File: src/rtl/logic_unit_pkg.sv
// Shared definitions for the pipelined bitwise logic unit: op encodings,
// depth limit and the combinational operation itself.
package logic_unit_pkg;

  typedef enum logic [2:0] {
    OP_AND    = 3'd0,
    OP_OR     = 3'd1,
    OP_XOR    = 3'd2,
    OP_NAND   = 3'd3,
    OP_NOR    = 3'd4,
    OP_XNOR   = 3'd5,
    OP_ANDN   = 3'd6,
    OP_PASS_A = 3'd7
  } op_e;

  localparam int MAX_STAGES = 4;
  localparam int MAX_WIDTH  = 64;

  // Evaluated at full width; callers size-cast the result down to their operand width.
  function automatic logic [MAX_WIDTH-1:0] logic_op(
    input logic [MAX_WIDTH-1:0] a,
    input logic [MAX_WIDTH-1:0] b,
    input op_e                  op
  );
    logic [MAX_WIDTH-1:0] r;
    case (op)
      OP_AND:  r = a & b;
      OP_OR:   r = a | b;
      OP_XOR:  r = a ^ b;
      OP_NAND: r = ~(a & b);
      OP_NOR:  r = ~(a | b);
      OP_XNOR: r = ~(a ^ b);
      OP_ANDN: r = a & ~b;
      default: r = a;
    endcase
    return r;
  endfunction

endpackage

File: src/rtl/pipelined_logic_unit_if.sv
// Operand/result handshake bundle between producers, the logic unit and its consumer.
interface pipelined_logic_unit_if #(
  parameter int WIDTH = 8
);
  logic             in_valid;
  logic             in_ready;
  logic [WIDTH-1:0] in_a;
  logic [WIDTH-1:0] in_b;
  logic [2:0]       in_op;
  logic             out_valid;
  logic             out_ready;
  logic [WIDTH-1:0] out_data;
  logic             out_zero;
  logic             out_ones;

  modport master (
    output in_valid, in_a, in_b, in_op, out_ready,
    input  in_ready, out_valid, out_data, out_zero, out_ones
  );

  modport slave (
    input  in_valid, in_a, in_b, in_op, out_ready,
    output in_ready, out_valid, out_data, out_zero, out_ones
  );
endinterface

File: src/rtl/logic_pipe_stage.sv
// One valid/payload register slice; a load wins over an advance so a
// simultaneous drain-and-refill keeps the stage full with the new payload.
module logic_pipe_stage #(
  parameter int W = 10
) (
  input  logic         clk,
  input  logic         rst_n,
  input  logic         i_load,
  input  logic         i_adv,
  input  logic [W-1:0] i_data,
  output logic         o_valid,
  output logic [W-1:0] o_data
);

  logic         r_valid;
  logic [W-1:0] r_data;

  always_ff @(posedge clk) begin
    if (!rst_n) begin
      r_valid <= 1'b0;
      r_data  <= '0;
    end else if (i_load) begin
      r_valid <= 1'b1;
      r_data  <= i_data;
    end else if (i_adv) begin
      r_valid <= 1'b0;
    end
  end

  assign o_valid = r_valid;
  assign o_data  = r_data;

endmodule

File: src/rtl/pipelined_logic_unit.sv
// Registered bitwise logic unit: stage 0 captures result plus zero/ones flags,
// later stages only delay them; stalls ripple back combinationally.
module pipelined_logic_unit
  import logic_unit_pkg::*;
#(
  parameter int WIDTH  = 8,
  parameter int STAGES = 2
) (
  input  logic                   clk,
  input  logic                   rst_n,
  pipelined_logic_unit_if.slave  bus
);

  localparam int PW = WIDTH + 2;

  logic [STAGES-1:0] w_valid;
  logic [STAGES-1:0] w_adv;
  logic [STAGES-1:0] w_load;
  logic [PW-1:0]     w_stage_in [STAGES];
  logic [PW-1:0]     w_data     [STAGES];
  logic [WIDTH-1:0]  w_res;
  logic              w_zero;
  logic              w_ones;
  logic              w_in_ready;

  if (STAGES < 1 || STAGES > MAX_STAGES || WIDTH < 1 || WIDTH > MAX_WIDTH) begin : g_param_err
    $error("pipelined_logic_unit: WIDTH must be 1..64 and STAGES 1..%0d", MAX_STAGES);
  end

  assign w_res      = WIDTH'(logic_op(MAX_WIDTH'(bus.in_a), MAX_WIDTH'(bus.in_b), op_e'(bus.in_op)));
  assign w_zero     = (w_res == '0);
  assign w_ones     = &w_res;
  assign w_in_ready = !w_valid[0] || w_adv[0];

  genvar gi;
  for (gi = 0; gi < STAGES; gi++) begin : g_stage
    if (gi == STAGES - 1) begin : g_last
      assign w_adv[gi] = w_valid[gi] && bus.out_ready;
    end else begin : g_mid
      assign w_adv[gi] = w_valid[gi] && (!w_valid[gi+1] || w_adv[gi+1]);
    end

    if (gi == 0) begin : g_head
      assign w_load[gi]     = bus.in_valid && w_in_ready;
      assign w_stage_in[gi] = {w_ones, w_zero, w_res};
    end else begin : g_tail
      assign w_load[gi]     = w_adv[gi-1];
      assign w_stage_in[gi] = w_data[gi-1];
    end

    logic_pipe_stage #(
      .W (PW)
    ) u_stage (
      .clk     (clk),
      .rst_n   (rst_n),
      .i_load  (w_load[gi]),
      .i_adv   (w_adv[gi]),
      .i_data  (w_stage_in[gi]),
      .o_valid (w_valid[gi]),
      .o_data  (w_data[gi])
    );
  end

  assign bus.in_ready  = w_in_ready;
  assign bus.out_valid = w_valid[STAGES-1];
  assign {bus.out_ones, bus.out_zero, bus.out_data} = w_data[STAGES-1];

endmodule

File: src/flat_wrapper.sv
// flat-port wrapper written by rule: the top's interface ports become plain ports
module pipelined_logic_unit_flat import logic_unit_pkg::*;
#(
  parameter int WIDTH  = 8,
  parameter int STAGES = 2
)
  (clk, rst_n, bus_in_valid, bus_in_a, bus_in_b, bus_in_op, bus_out_ready, bus_in_ready, bus_out_valid, bus_out_data, bus_out_zero, bus_out_ones);
  pipelined_logic_unit_if #(.WIDTH(WIDTH)) bus_i ();
  input  logic clk;
  input  logic rst_n;
  input wire logic [$bits(bus_i.in_valid)-1:0] bus_in_valid;
  input wire logic [$bits(bus_i.in_a)-1:0] bus_in_a;
  input wire logic [$bits(bus_i.in_b)-1:0] bus_in_b;
  input wire logic [$bits(bus_i.in_op)-1:0] bus_in_op;
  input wire logic [$bits(bus_i.out_ready)-1:0] bus_out_ready;
  output wire logic [$bits(bus_i.in_ready)-1:0] bus_in_ready;
  output wire logic [$bits(bus_i.out_valid)-1:0] bus_out_valid;
  output wire logic [$bits(bus_i.out_data)-1:0] bus_out_data;
  output wire logic [$bits(bus_i.out_zero)-1:0] bus_out_zero;
  output wire logic [$bits(bus_i.out_ones)-1:0] bus_out_ones;
  assign bus_i.in_valid = bus_in_valid;
  assign bus_i.in_a = bus_in_a;
  assign bus_i.in_b = bus_in_b;
  assign bus_i.in_op = bus_in_op;
  assign bus_i.out_ready = bus_out_ready;
  assign bus_in_ready = bus_i.in_ready;
  assign bus_out_valid = bus_i.out_valid;
  assign bus_out_data = bus_i.out_data;
  assign bus_out_zero = bus_i.out_zero;
  assign bus_out_ones = bus_i.out_ones;
  pipelined_logic_unit #(.WIDTH(WIDTH), .STAGES(STAGES)) u_core (.clk(clk), .rst_n(rst_n), .bus(bus_i));
endmodule
File: config.mk
export PLATFORM = sky130hd
export DESIGN_NAME = pipelined_logic_unit_flat
export DESIGN_NICKNAME = d
export VERILOG_FILES = /design/src/rtl/logic_unit_pkg.sv /design/src/rtl/pipelined_logic_unit_if.sv /design/src/rtl/logic_pipe_stage.sv /design/src/rtl/pipelined_logic_unit.sv /design/src/flat_wrapper.sv
export SDC_FILE = /design/constraint.sdc
export NUM_CORES = 1
export LEC_CHECK = 0
export CORE_MARGIN = 1
export CORE_UTILIZATION = 45
export CTS_BUF_LIST = sky130_fd_sc_hd__clkbuf_2
export DETAILED_ROUTE_END_ITERATION = 7
export GPL_ROUTABILITY_DRIVEN = 0
export MAX_ROUTING_LAYER = met4
export PLACE_DENSITY = 0.74
export SLEW_MARGIN = 20
export SYNTH_ARGS = -nofsm -noshare
export SYNTH_HDL_FRONTEND = slang
export SYNTH_SLANG_ARGS = --single-unit
File: constraint.sdc
create_clock -name clk -period 2.1 [get_ports clk]
set_input_delay 0.63 -clock clk [delete_from_list [all_inputs] [get_ports clk]]
set_output_delay 0.63 -clock clk [all_outputs]
set_load 0.1 [all_outputs]
**After elaboration in Yosys (flattened, before gate mapping)**

Cells that the tools add are included.

- Logic and storage cells: 35
- Input port bits: 23
- Register bits: 22

- Reduce and logical (&&, ||, !) cells: 12
- Eq/ne operators: 6
- Bitwise logic cells: 8
- Muxes and demuxes: 5

Operators by type and width:

| kind | number |
|---|---|
| $pmux W8 S7 | 1 |
| $not A8 Y8 | 4 |
| $and A8 B8 Y8 | 2 |
| $eq A3 B3 Y1 const B | 3 |
| $logic_not A8 Y1 | 1 |
| $or A8 B8 Y8 | 1 |
| $reduce_and A8 Y1 | 1 |
| $xor A8 B8 Y8 | 1 |
| $eq A3 B2 Y1 const B | 2 |
| $mux W1 | 4 |
| $reduce_bool A2 Y1 | 2 |
| $eq A3 B1 Y1 const B | 1 |
| $logic_and A1 B1 Y1 | 3 |
| $logic_not A3 Y1 | 1 |
| $logic_not A1 Y1 | 2 |
| $logic_or A1 B1 Y1 | 2 |

**Longest topological paths before layout**

Gate-level depths: netlist (run 1).

- Word-level depth: 6
- Mapped depth: 8
- Mapped depth without buffers: 7

**Modules after synthesis**

From an unflattened synthesis (run 1), not the netlist that was laid out.

- Cells, all modules: 214
- Area, all modules: 1939.4 µm²

By module, submodules not included:

| module | cells each | times used | area an instance (µm²) |
|---|---|---|---|
| pipelined_logic_unit | 144 | 1 | 1116.1 |
| logic_pipe_stage | 35 | 2 | 411.6 |

**Worst setup path after synthesis (run 1)**

OpenSTA, ideal clock, no wires.

- Path type: reg2reg
- Start: reg u_core.g_stage[1].u_stage.r_valid
- End: reg u_core.g_stage[0].u_stage.r_data[9]
- Cell stages (with the launch flop): 5
- Data required time: 1.972 ns
- Path slack: -0.844 ns
- Clock period less this slack: 2.944 ns
- Arrival time: 2.815 ns
- Cells stage by stage: dfxtp_1 -> nand3_1 -> nand2_1 -> or3_1 -> o41ai_2

- Longest elaborated chain between the ends: 5
- Elaborated cells on any way between the ends: 6
- Those cells by class: reduce/logical (6)

Ends and longest elaborated chain:

| item | RTL line | RTL |
|---|---|---|
| start: declaration | logic_pipe_stage.sv:15 | `logic r_valid;` |
| start signal: assignment | logic_pipe_stage.sv:20 | `r_valid <= 1'b0;` |
| start signal: assignment | logic_pipe_stage.sv:23 | `r_valid <= 1'b1;` |
| start signal: assignment | logic_pipe_stage.sv:26 | `r_valid <= 1'b0;` |
| $logic_not A1 Y1 or $logic_and A1 B1 Y1 (tied branches) | pipelined_logic_unit.sv:40, pipelined_logic_unit.sv:38 |  |
| $logic_or A1 B1 Y1 (*) | pipelined_logic_unit.sv:40 | `assign w_adv[gi] = w_valid[gi] && (!w_valid[gi+1] \|\| w_adv[gi+1]);` |
| $logic_and A1 B1 Y1 (*) | pipelined_logic_unit.sv:40 |  |
| $logic_or A1 B1 Y1 (*) | pipelined_logic_unit.sv:33 | `assign w_in_ready = !w_valid[0] \|\| w_adv[0];` |
| via bus_in_ready | flat_wrapper.sv:16 | `output wire logic [$bits(bus_i.in_ready)-1:0] bus_in_ready;` |
| $logic_and A1 B1 Y1 (*) | pipelined_logic_unit.sv:44 | `assign w_load[gi] = bus.in_valid && w_in_ready;` |
| end signal: assignment | logic_pipe_stage.sv:24 | `r_data <= i_data;` |
| end: declaration | logic_pipe_stage.sv:16 | `logic [W-1:0] r_data;` |

The timed path passes the listed nets; every way through them passes the cells marked *.
A chain may end at the register's enable or synchronous reset.

**Final worst setup path (run 1)**

- Start: in bus_in_b[2]
- End: reg u_core.g_stage[0].u_stage.r_data[9]

- Longest elaborated chain between the ends: 4
- Elaborated cells on any way between the ends: 10
- Those cells by class: mux (1); bitwise (8); reduce/logical (1)

Ends and longest elaborated chain:

| item | RTL line | RTL |
|---|---|---|
| start: declaration | flat_wrapper.sv:13 | `input wire logic [$bits(bus_i.in_b)-1:0] bus_in_b;` |
| $not A8 Y8 (tied with other cells) | logic_unit_pkg.sv:33 | `OP_ANDN: r = a & ~b;` |
| $and A8 B8 Y8 (tied with other cells) | logic_unit_pkg.sv:33 |  |
| $pmux W8 S7 (*) | logic_unit_pkg.sv:26 | `case (op)` |
| $reduce_and A8 Y1 (*) | pipelined_logic_unit.sv:32 | `assign w_ones = &w_res;` |

Every way passes the cells marked *; elsewhere a longest branch is shown, timed or not.

==> reports/qor.log, run 1 <==
qor: grt.globalRouteOverflowTotal 0
qor: setup_path.worst-path-max-fanout 2
qor: die.die_width 64.84 µm
qor: timing.period_needed 2.125 ns
qor: grt.grt_first_pass_wirelength 7.893 mm
qor: yosys.syn-mean-instance-area 8.225 µm²
qor: die.die_h 64.84 µm
qor: hold_path.worstHoldStart u_core.g_stage[0].u_stage.o_data[0]
qor: timing.finalCritPeriodShare 101.2%
qor: cells_and_area.fill_cells 214
qor: yosys.syn-num-nets 263
qor: clocking.cts.root.buffer_cell clkbuf_2
qor: timing.worstMarginPinSlew 0.3162 ns
qor: clocking.cts_buffers 3
qor: pwr.clock_power_share 13.4%
qor: setup_path.r2r_slack 0.67 ns
qor: routing.avgRoutedWirePerCell 15.90 µm
qor: place.dpl.hpwl 3.067 mm
qor: timing.slew_headroom 78.86%
qor: clocking.cts_num_sinks 22
qor: grt.via_count_of_the_first_global_routing_pass 1,826
qor: setup_path.endpoint_kind flip-flop
qor: grt.grt_usage 24.59%
qor: routing.detail_route.first_pass.iterations 4
qor: yosys.ys_seq_area_share 24.79%
qor: pwr.vdd_ir_drop_max 0.0002072 V
qor: routing.antenna_violating_nets_post_route 0
qor: routing.num_vias 1,916
qor: setup_path.rr_endpoint u_core.g_stage[0].u_stage.o_data[9]
qor: hold_path.hold-path-endpoint u_core.g_stage[0].u_stage.o_data[0]
qor: yosys.post_synth_edffs 0
qor: routing.detail_route.wirelength 5.452 mm
qor: routing.routed_via_density 5.586
qor: die.dieArea 4204 µm²
qor: timing.timing_max_transition_violations_final 0
qor: status.violations_in_the_final_reports negative setup slack
qor: die.floorplan.io_pins 35
qor: cells_and_area.fin_nets 344
qor: die.initial_cell_density_of_the_core 47.81%
qor: setup_path.critical_path_required 2.36 ns
qor: timing.setup-violations-final 2
qor: cells_and_area.syn_to_final_growth 67.68%
qor: pwr.power-per-cell-area 395.7 nW/µm²
qor: cells_and_area.drive_above_1_share 41.02%
qor: setup_path.crit_path_start_kind input pin
qor: pwr.p_sw_share 35.09%
qor: hold_path.worst_hold_path_type flip-flop to flip-flop
qor: routing.drc 0
qor: cells_and_area.n_antenna_cell 0
qor: cells_and_area.layoutNonFillerInstCount 343
qor: clocking.max-clock-path-buffers 2
qor: timing.whs 0.4704 ns
qor: pwr.power.share.sequential 38.4%
qor: yosys.ys.flop_type dfxtp_1
qor: timing.final.setup.worst_slack -0.02484 ns
qor: run.drv.max_cap_violation_count 0
qor: place.post-place-ws -0.7294 ns
qor: setup_path.critPathArrivalTime 2.38 ns
qor: setup_path.timing.reg2reg.worst_path_depth 4
qor: routing.first_iter_violations 145
qor: pwr.comb_power_share 48.2%
qor: timing.skew 0.01455 ns
qor: place.port-buffer-count 34
qor: clocking.holdBufCountCts 0
qor: pwr.design_power_total 1179 µW
qor: pwr.power_leakage 0.001424 µW
qor: timing.grt_setup_unrepaired true
qor: pwr.netSwitchingPower 413.6 µW
qor: timing.hold_viol_final 0
qor: timing.achievable-frequency 470.6 MHz
qor: yosys.synthCells 216
qor: yosys.synth_async_sr_flop_share 0%
qor: die.core_area 3716 µm²
qor: hold_path.whs_path_depth 2
qor: yosys.synth.ff_latch_count 22
qor: setup_path.worstReg2RegStart u_core.g_stage[1].u_stage.o_valid
qor: yosys.post_synth_instance_area 1777 µm²
qor: clocking.tritoncts done
qor: grt.grt_max_degree 21
qor: setup_path.kind_of_critical_path input pin to flip-flop
qor: yosys.yosys_warnings 0
qor: clocking.cts_max_level 1
qor: die.rows 22
qor: clocking.worstSkewPairLatency 0.33 ns
qor: place.post-place-cells 327
qor: grt.antenna_found_initial 0
qor: clocking.cts.clk_slew.worst_paths 0.19 ns
qor: yosys.synth_cell_types 46
qor: status.outcome complete, but fails checks
qor: pwr.p_int 765.1 µW
## repair_timing
action | 4_1_cts | 5_1_grt
cloned | 2 | 0
pin swaps | 13 | 12
setup endpoints to repair | 7 | 7
buffers inserted | 7 | 5
gates resized for setup | 39 | 41
## worst max-delay path, cell delays in order
cell	delay, ns
buf_8	0.10
inv_6	0.05
ha_4	0.20
nor2b_4	0.12
a21oi_2	0.04
mux4_2	0.51
or3_4	0.41
o41ai_2	0.32
## layer usage
metal	part of all wire (%)	up-vias	routed length (µm)	global-route usage [%]
li1	-	918	-	-
met4	3.4	0	183	11.94
met3	3.8	22	208	2.993
met5	0	-	0	-
met1	38	901	2050	24.06
met2	55	75	3010	47.14
## cell type report
| type | instances | area, µm² | share of cell area [%] |
|---|---|---|---|
| clock buffer | 3 | 15.01 | 0.5040 |
| inverter | 26 | 118.9 | 3.990 |
| multi-input combinational | 156 | 1395 | 46.83 |
| sequential | 22 | 441.7 | 14.83 |
| tap | 48 | 60.06 | 2.016 |
| timing repair buffer | 88 | 948.4 | 31.84 |
## sequential cells by signal (all words and copies together) (netlist names)
signal and flops:
u_core.g_stage.u_stage.o_valid 2, u_core.g_stage.u_stage.o_data 20
## synth_stat cells (all sizes together) (2+ instances only)
cell type | number | share of area (%)
a211oi | 6 | 2.8
a21oi | 10 | 2.8
a221o | 2 | 1.1
a31oi | 2 | 0.70
and2 | 2 | 0.70
and3 | 2 | 0.70
buf | 7 | 2.5
clkbuf | 5 | 1.1
dfxtp | 22 | 25
ha | 24 | 17
inv | 26 | 5.5
mux2i | 14 | 7.9
mux4 | 2 | 2.5
nand2 | 12 | 2.5
nand2b | 3 | 1.1
nand3 | 7 | 2.0
nor2 | 24 | 5.1
nor2b | 7 | 2.5
nor3 | 5 | 1.4
nor3b | 2 | 0.84
o211ai | 4 | 1.7
o21ai | 7 | 2.0
o32ai | 5 | 2.9
## stage by stage
| step | utilization, % | area [µm²] | TNS, ns |
|---|---|---|---|
| after floorplan | - | 1810 | -0.01158 |
| after global placement | 69.93 | 2599 | -3.879 |
| after detailed placement | 69.93 | 2599 | -4.175 |
| after CTS | 75.69 | 2813 | 0 |
| after global routing | 80.17 | 2979 | -0.1144 |
| final | 80.17 | 2979 | -0.03356 |
## layout by cell type (no fill, tap or decap), types with 3 or more instances in the layout
cell              n
clkdlybuf4s50_1   5
inv_2             7
dlygate4sd2_1    10
nand2_1          11
nor2b_1           4
ha_4              6
a211oi_2          4
a21oi_1           8
ha_1             17
clkbuf_2          3
dlymetal6s2s_1    4
nand3_1           5
o211ai_1          4
buf_12           14
o21ai_1           5
nor2_1           24
mux2i_1          14
buf_4            48
dfxtp_1          21
nor3_1            4
inv_1            16
## worst max path at each step
stage                            from                                  end  slack [ns]  cells past startpoint
final                     bus_in_b[2]  u_core.g_stage[0].u_stage.o_data[9]       -0.02                      8
after global routing      bus_in_b[1]  u_core.g_stage[0].u_stage.o_data[8]       -0.06                     10
after CTS                 bus_in_b[0]  u_core.g_stage[0].u_stage.o_data[9]       0.001                      8
after detailed placement  bus_in_a[2]  u_core.g_stage[0].u_stage.o_data[9]       -0.73                      9
after global placement    bus_in_a[2]  u_core.g_stage[0].u_stage.o_data[9]       -0.67                      9
after floorplan           bus_in_a[2]  u_core.g_stage[0].u_stage.o_data[9]       -0.01                      7
## power groups by stage
stage	sequential, µW	clock, µW	combinational (µW)
after global placement	461	0	423
after floorplan	500	0	200
final	453	158	568
after detailed placement	462	0	435
after CTS	453	163	490
after global routing	456	179	603
## cells by family (layout without fill, tap and decap cells)
logic type | count (synthesis) | in the layout | share of synthesized area [%]
AND/OR/NAND/NOR | 68 | 68 | 18.31
flip-flops | 22 | 22 | 24.79
buffers and inverters | 38 | 117 | 9.155
AO/OA/AOI/OAI | 47 | 47 | 19.79
multiplexers | 17 | 17 | 11.06
adder cells (fa/ha/maj) | 24 | 24 | 16.90
Note: power is estimated with default switching activity, not from simulation.
==> run 2, diff against run 1 <==
--- a/config.mk
+++ b/config.mk
@@ -5,6 +5,7 @@
 export SDC_FILE = /design/constraint.sdc
 export NUM_CORES = 1
 export LEC_CHECK = 0
+export ABC_CLOCK_PERIOD_IN_PS = 2100
 export CORE_MARGIN = 1
 export CORE_UTILIZATION = 45
 export CTS_BUF_LIST = sky130_fd_sc_hd__clkbuf_2
==> results of run 2 <==
The final DEF is identical to that of run 1; final timing and power are the same.
